--- src/rtl/sc_fft4_ctrl_if.sv ---
// Stream handshake plus datapath control bundle for the 4-point FFT sequencer.
interface sc_fft4_ctrl_if;
  logic in_valid;
  logic in_ready;
  logic s0;
  logic s1;
  logic s2;
  logic s3;
  logic tw_neg;
  logic out_valid;
  logic out_last;

  // Upstream source / datapath side.
  modport master (
    output in_valid,
    input  in_ready, s0, s1, s2, s3, tw_neg, out_valid, out_last
  );

  // Sequencer side.
  modport slave (
    input  in_valid,
    output in_ready, s0, s1, s2, s3, tw_neg, out_valid, out_last
  );
endinterface

--- src/rtl/sc_fft4_ctrl.sv ---
// Sequencer for the 2-parallel serial-commutator 4-point FFT datapath.
// Tracks frame position, tags each accepted pair through phase/valid pipes,
// detects broken frames, drains in-flight pairs and counts completed frames.
module sc_fft4_ctrl #(
  parameter int LAT    = 6,
  parameter int S0_DLY = 0,
  parameter int S1_DLY = 1,
  parameter int TW_DLY = 2,
  parameter int S2_DLY = 3,
  parameter int S3_DLY = 5,
  parameter int CNT_W  = 8
) (
  input  logic             clk,
  input  logic             rst_n,
  sc_fft4_ctrl_if.slave    bus,
  input  logic             clr_err,
  output logic             busy,
  output logic             err,
  output logic [CNT_W-1:0] frame_cnt
);

  localparam int DW = $clog2(LAT);

  typedef enum logic [1:0] {IDLE, RUN, DRAIN, ERR} state_t;

  state_t          state, next_state;
  logic            ready;
  logic            accept;
  logic            flush;
  logic            half;
  logic [DW-1:0]   drain_cnt;
  logic [LAT-1:0]  v_sr, ph_sr;
  // Index 0 is the current (combinational) pair, index k is the pair k cycles ago.
  logic [LAT:0]    v_all, ph_all;

  assign accept = bus.in_valid & ready;
  assign flush  = (state == ERR) || (next_state == ERR);
  assign v_all  = {v_sr, accept};
  assign ph_all = {ph_sr, accept & half};

  // State register.
  always_ff @(posedge clk) begin
    if (!rst_n) state <= IDLE;
    else        state <= next_state;
  end

  // Next-state logic; in RUN a gap is legal only after the second pair of a frame.
  always_comb begin
    next_state = state;
    unique case (state)
      IDLE:  if (accept) next_state = RUN;
      RUN:   if (!bus.in_valid) next_state = half ? ERR : DRAIN;
      DRAIN: begin
        if (accept)                         next_state = RUN;
        else if (drain_cnt == DW'(LAT - 1)) next_state = IDLE;
      end
      ERR:   if (clr_err) next_state = IDLE;
      default: next_state = IDLE;
    endcase
  end

  // FSM outputs.
  always_comb begin
    ready = (state != ERR);
    err   = (state == ERR);
  end

  // Frame position, drain timer and the phase/valid pipes; ERR flushes everything in flight.
  always_ff @(posedge clk) begin
    if (!rst_n || flush) begin
      half  <= 1'b0;
      v_sr  <= '0;
      ph_sr <= '0;
    end else begin
      if (accept) half <= ~half;
      v_sr  <= v_all[LAT-1:0];
      ph_sr <= ph_all[LAT-1:0];
    end
  end

  // Counts idle cycles spent in DRAIN.
  always_ff @(posedge clk) begin
    if (!rst_n || state != DRAIN || accept) drain_cnt <= '0;
    else                                    drain_cnt <= drain_cnt + DW'(1);
  end

  // Completed-frame counter, wraps freely.
  always_ff @(posedge clk) begin
    if (!rst_n)                           frame_cnt <= '0;
    else if (bus.out_valid && bus.out_last) frame_cnt <= frame_cnt + CNT_W'(1);
  end

  // Control taps to the datapath.
  always_comb begin
    bus.in_ready  = ready;
    bus.s0        = ph_all[S0_DLY];
    bus.s1        = ph_all[S1_DLY];
    bus.tw_neg    = ph_all[TW_DLY];
    bus.s2        = ph_all[S2_DLY];
    bus.s3        = ph_all[S3_DLY];
    bus.out_valid = v_all[LAT];
    bus.out_last  = v_all[LAT] & ph_all[LAT];
    busy          = |v_sr;
  end

endmodule
--- src/flat_wrapper.sv ---
// flat-port wrapper written by rule: the top's interface ports become plain ports
module sc_fft4_ctrl_flat 
#(
  parameter int LAT    = 6,
  parameter int S0_DLY = 0,
  parameter int S1_DLY = 1,
  parameter int TW_DLY = 2,
  parameter int S2_DLY = 3,
  parameter int S3_DLY = 5,
  parameter int CNT_W  = 8
)
  (clk, rst_n, clr_err, busy, err, frame_cnt, bus_in_valid, bus_in_ready, bus_s0, bus_s1, bus_s2, bus_s3, bus_tw_neg, bus_out_valid, bus_out_last);
  sc_fft4_ctrl_if bus_i ();
  input  logic clk;
  input  logic rst_n;
  input  logic clr_err;
  output logic busy;
  output logic err;
  output logic [CNT_W-1:0] frame_cnt;
  input wire logic [$bits(bus_i.in_valid)-1:0] bus_in_valid;
  output wire logic [$bits(bus_i.in_ready)-1:0] bus_in_ready;
  output wire logic [$bits(bus_i.s0)-1:0] bus_s0;
  output wire logic [$bits(bus_i.s1)-1:0] bus_s1;
  output wire logic [$bits(bus_i.s2)-1:0] bus_s2;
  output wire logic [$bits(bus_i.s3)-1:0] bus_s3;
  output wire logic [$bits(bus_i.tw_neg)-1:0] bus_tw_neg;
  output wire logic [$bits(bus_i.out_valid)-1:0] bus_out_valid;
  output wire logic [$bits(bus_i.out_last)-1:0] bus_out_last;
  assign bus_i.in_valid = bus_in_valid;
  assign bus_in_ready = bus_i.in_ready;
  assign bus_s0 = bus_i.s0;
  assign bus_s1 = bus_i.s1;
  assign bus_s2 = bus_i.s2;
  assign bus_s3 = bus_i.s3;
  assign bus_tw_neg = bus_i.tw_neg;
  assign bus_out_valid = bus_i.out_valid;
  assign bus_out_last = bus_i.out_last;
  sc_fft4_ctrl #(.LAT(LAT), .S0_DLY(S0_DLY), .S1_DLY(S1_DLY), .TW_DLY(TW_DLY), .S2_DLY(S2_DLY), .S3_DLY(S3_DLY), .CNT_W(CNT_W)) u_core (.clk(clk), .rst_n(rst_n), .bus(bus_i), .clr_err(clr_err), .busy(busy), .err(err), .frame_cnt(frame_cnt));
endmodule
--- config.mk ---
export PLATFORM = sky130hd
export DESIGN_NAME = sc_fft4_ctrl_flat
export DESIGN_NICKNAME = d
export VERILOG_FILES = /design/src/rtl/sc_fft4_ctrl_if.sv /design/src/rtl/sc_fft4_ctrl.sv /design/src/flat_wrapper.sv
export SDC_FILE = /design/constraint.sdc
export NUM_CORES = 1
export LEC_CHECK = 0
export CAP_MARGIN = 10
export CORE_ASPECT_RATIO = 1.2
export CORE_MARGIN = 2
export CORE_UTILIZATION = 43
export CTS_BUF_LIST = sky130_fd_sc_hd__clkbuf_16
export DETAILED_ROUTE_END_ITERATION = 8
export HOLD_SLACK_MARGIN = 0.1
export PLACE_DENSITY_LB_ADDON = 0.05
export RECOVER_POWER = 25
export SETUP_SLACK_MARGIN = 0.3
export SYNTH_ARGS = -nofsm -noshare
export SYNTH_HDL_FRONTEND = slang
export SYNTH_SLANG_ARGS = --single-unit
--- constraint.sdc ---
create_clock -name clk -period 0.9 [get_ports clk]
set_input_delay 0.135 -clock clk [delete_from_list [all_inputs] [get_ports clk]]
set_output_delay 0.135 -clock clk [all_outputs]
set_load 0.02 [all_outputs]
==> implementation parameters <==
Parameter                              Value

Outcome
  Status    finished, violations left
  Violated checks    negative setup slack

Clocking
  Number of buffers on the longest clock path    2
  H-Tree Level Count    1
  Number of clock buffers inserted by TritonCTS    3
  TritonCTS clock tree    built
  CTS clk-pin slew, worst paths    0.06 ns
  Count of clock tree sinks    26
  Hold buffer count at cts    0
  Cell at the root of the clock tree    sky130_fd_sc_hd__clkbuf_16
  Later-pin clock latency in the skew report    between 0.2 and 0.3 ns

Power and ir drop
  Switching power summed over all nets    466 uW
  Leakage power of the design    0.781 nW
  Share of total power consumed by net switching    around a fifth
  Internal power contribution    1.87 mW
  Peak supply drop    1120 uV
  Sequential fraction of design power    50.5%
  Clock share of power    roughly two fifths
  Total power    2.34 mW
  Pwr Density    about 1300 nW/um2
  Gate power share    roughly 9%

Setup path
  Data required time at the worst endpoint    approximately 0.76 ns
  Start-to-end type of the worst setup path    reg2out
  Slowest cell on the critical path    sky130_fd_sc_hd__dfxtp_2
  Cell chain of the critical path    nor4_2 > nand2_1 > buf_6
  Worst path arrival time    1.05 ns
  Crit Path Max Fanout    2
  Delay of the slowest cell on the worst path    between 0.3 and 0.4 ns
  Kind of start point of the critical path    flip-flop
  Capturing element type of the critical path    primary output

Place
  Instance count after placement with tap cells included    165
  HPWL after detailed placement    between 1000 and 1500 um
  Total of buffers placed on input and output ports    21
  Placement Setup Slack    -0.646 ns
  Weighted congestion reported at the end of routability-driven placement    0.755

Layout
  Most common cell after layout, fill and taps aside    sky130_fd_sc_hd__buf_6
  Leading cell types in the layout, fill and taps excluded    31 x sky130_fd_sc_hd__buf_6, 14 x sky130_fd_sc_hd__nor2_1, 13 x sky130_fd_sc_hd__dfxtp_2
  Number of nets in the layout    ~150
  Number of filler cells placed in the layout    roughly 120
  Syn-to-layout area delta    81.5%
  Ant diodes    0
  Finished Core Util    83.6%
  Share of cells above drive strength 1    roughly 62%
  Filler-free cell count of the finished design    approximately 180

Synthesis
  Most area-consuming cells after synthesis    sky130_fd_sc_hd__dfxtp_1 54%, sky130_fd_sc_hd__and3_1 8.4%, sky130_fd_sc_hd__nor2_1 5.8%, sky130_fd_sc_hd__xor2_1 5.4%, sky130_fd_sc_hd__ha_1 3.9%
  Cell count after synthesis    97
  Fraction of the mapped netlist area in compound gates    under 10%
  Seq/Total Area, Yosys    54.0%
  Mux contribution to synthesized area    roughly 1.0%
  Share of the synthesized area in the top cell type    54.0%
  Net count after synthesis    around 100
  Cell taking the most area after synthesis    sky130_fd_sc_hd__dfxtp_1
  Main combinational cell family by area after synthesis    simple AND/OR/NAND/NOR gates
  XOR/XNOR share of the synthesized area    7.26%
  Distinct cell type count after synthesis    25
  Basic-gate share of the synthesized area counting and, or, nand and nor cells    about a quarter
  Avg Cell Area, Syn    between 9 and 10 um2
  Synth warnings    0
  Post-synthesis sequential element count    26
  Synthesized area    965 um2
  Area share of fa/ha/maj cells after synthesis    under 10%

STA
  Part of the cycle the worst path needs    131%
  Worst rel slew slack    between 80% and 90%
  Layout Skew    0.00151 ns
  Setup-violating endpoint count in the final report    31
  Transition at the pin with the smallest max-transition slack    about 0.21 ns
  Worst-case setup margin in the final layout    -0.281 ns
  Fmax    roughly 0.85 GHz
  Setup TNS after final layout    -4.27 ns
  Max-slew violation count    0
  Setup repair after global routing missed its margin    yes
  Final Hold Violating Endpoints    0
  Final worst path period need    1.18 ns

Worst hold path
  Worst hold path class    in2reg

Die
  Boundary pin count    22
  Die area    2640 um2
  Chip width    around 47 um
  Effective utilization at floorplan    46.1%
  Die H    ~56 um
  Floorplan row count    18
  Placeable core area    approximately 2100 um2

Drt
  Via/cell ratio    4.89
  Number of DRC violations after detailed-routing iteration 0    9
  Final wirelength    2160 um
  Average detailed-routed wire length per instance    between 10 and 15 um
  Remaining DRCs    0
  Total number of vias    860
  Residual antenna-violating net count after detailed routing    0
  First-pass iteration count of the detailed router    4

GRT
  GRT Overall Usage    between 10% and 20%
  Global-route wire length before repair    between 3000 and 4000 um
  Pin count of the biggest net entering global routing    15
  Initial antenna violation count    0
  Total gr overflow    0
  Via count of the first global-routing pass    904

Flow run
  Max-Cap Viols    0
## timing repair
item                                    in CTS  in global routing
gates cloned                                 1                  0
pin swaps                                   25                  8
resized for setup                          142                 14
setup buffers                                6                  0
endpoints found under the setup margin      44                 44
## power by group through the flow
stage / clock network (mW) / logic [mW] / registers (mW)
2_1_floorplan: 0 / 0.0719 / 1.22
3_3_place_gp: 0 / 0.164 / 1.21
3_5_place_dp: 0 / 0.167 / 1.21
4_1_cts: 0.979 / 0.199 / 1.19
5_1_grt: 1.05 / 0.227 / 1.18
6_report: 0.947 / 0.211 / 1.18
## per-stage QoR
stage / hold slack [ns] / cell area (um2)
after floorplan: 0.236 / 1050
after global placement: 0.448 / 1430
after detailed placement: 0.458 / 1430
after CTS: 0.320 / 1700
after global routing: 0.342 / 1750
final: 0.318 / 1750
## cell families (layout without fill, tap and decap cells)
group                      Yosys count  count (layout)
AOI/OAI and AO/OA                    6               6
xor gates and xnor gates             8               8
adders and majority gates            3               3
buffers and inverters                7              56
DFF                                 26              26
muxes                                1               1
and+or+nand+nor                     46              46
## Yosys cell counts (all sizes together)
cell type and instances:
mux2i 1, nor2 15, nor4 1, nand2b 1, nand2 5, dfxtp 26
clkinv 1, and2 2, ha 3, buf 2, clkbuf 1, inv 3
nand3b 1, a21oi 1, and3 15, o21a 2, xor2 6, nand3 1
nand4 4, nor2b 1, xnor2 2, o21ai 2, a221oi 1
## state kept, by name (all words and copies together) (netlist names)
signal            cells
u_core.frame_cnt      8
u_core.drain_cnt      3
u_core.ph_sr          6
u_core.half           1
u_core.state          2
u_core.v_sr           6
## routing by layer
metal / vias to the layer above / GRT usage, % / part of all wire, %
met2: 16 / 31.7 / 57
met3: 4 / 1.95 / 2.3
met4: 0 / 7.14 / 1.4
li1: 427 / - / -
met1: 413 / 22.2 / 39
met5: - / 0 / 0
## cell type report
class                   count  area (um2)  area share [%]
inverters                   4        27.5            1.57
clock buffers               3        75.1            4.29
well taps                  30        37.5            2.14
multi-input cells          64         541            30.9
clock inverters             1        3.75           0.214
flip-flops and latches     26         556            31.7
repair buffers             48         510            29.2
## critical path: cells and delay by family (launching register included)
kind | cells | cell delay [ns]
simple gates | 2 | 0.34
buf+inv | 1 | 0.14
flops | 1 | 0.32
## worst paths after layout
path	startpoint	end	slack [ns]	depth (start not counted)
setup / recovery	u_core.v_sr[0]	busy	-0.28	3
hold / removal	bus_in_valid	u_core.ph_sr[0]	0.32	2
setup reg to reg	u_core.v_sr[5]	u_core.frame_cnt[4]	-0.19	5
hold reg to reg	u_core.ph_sr[3]	u_core.ph_sr[4]	0.50	1
No activity file was read; power rests on OpenSTA's default activity.
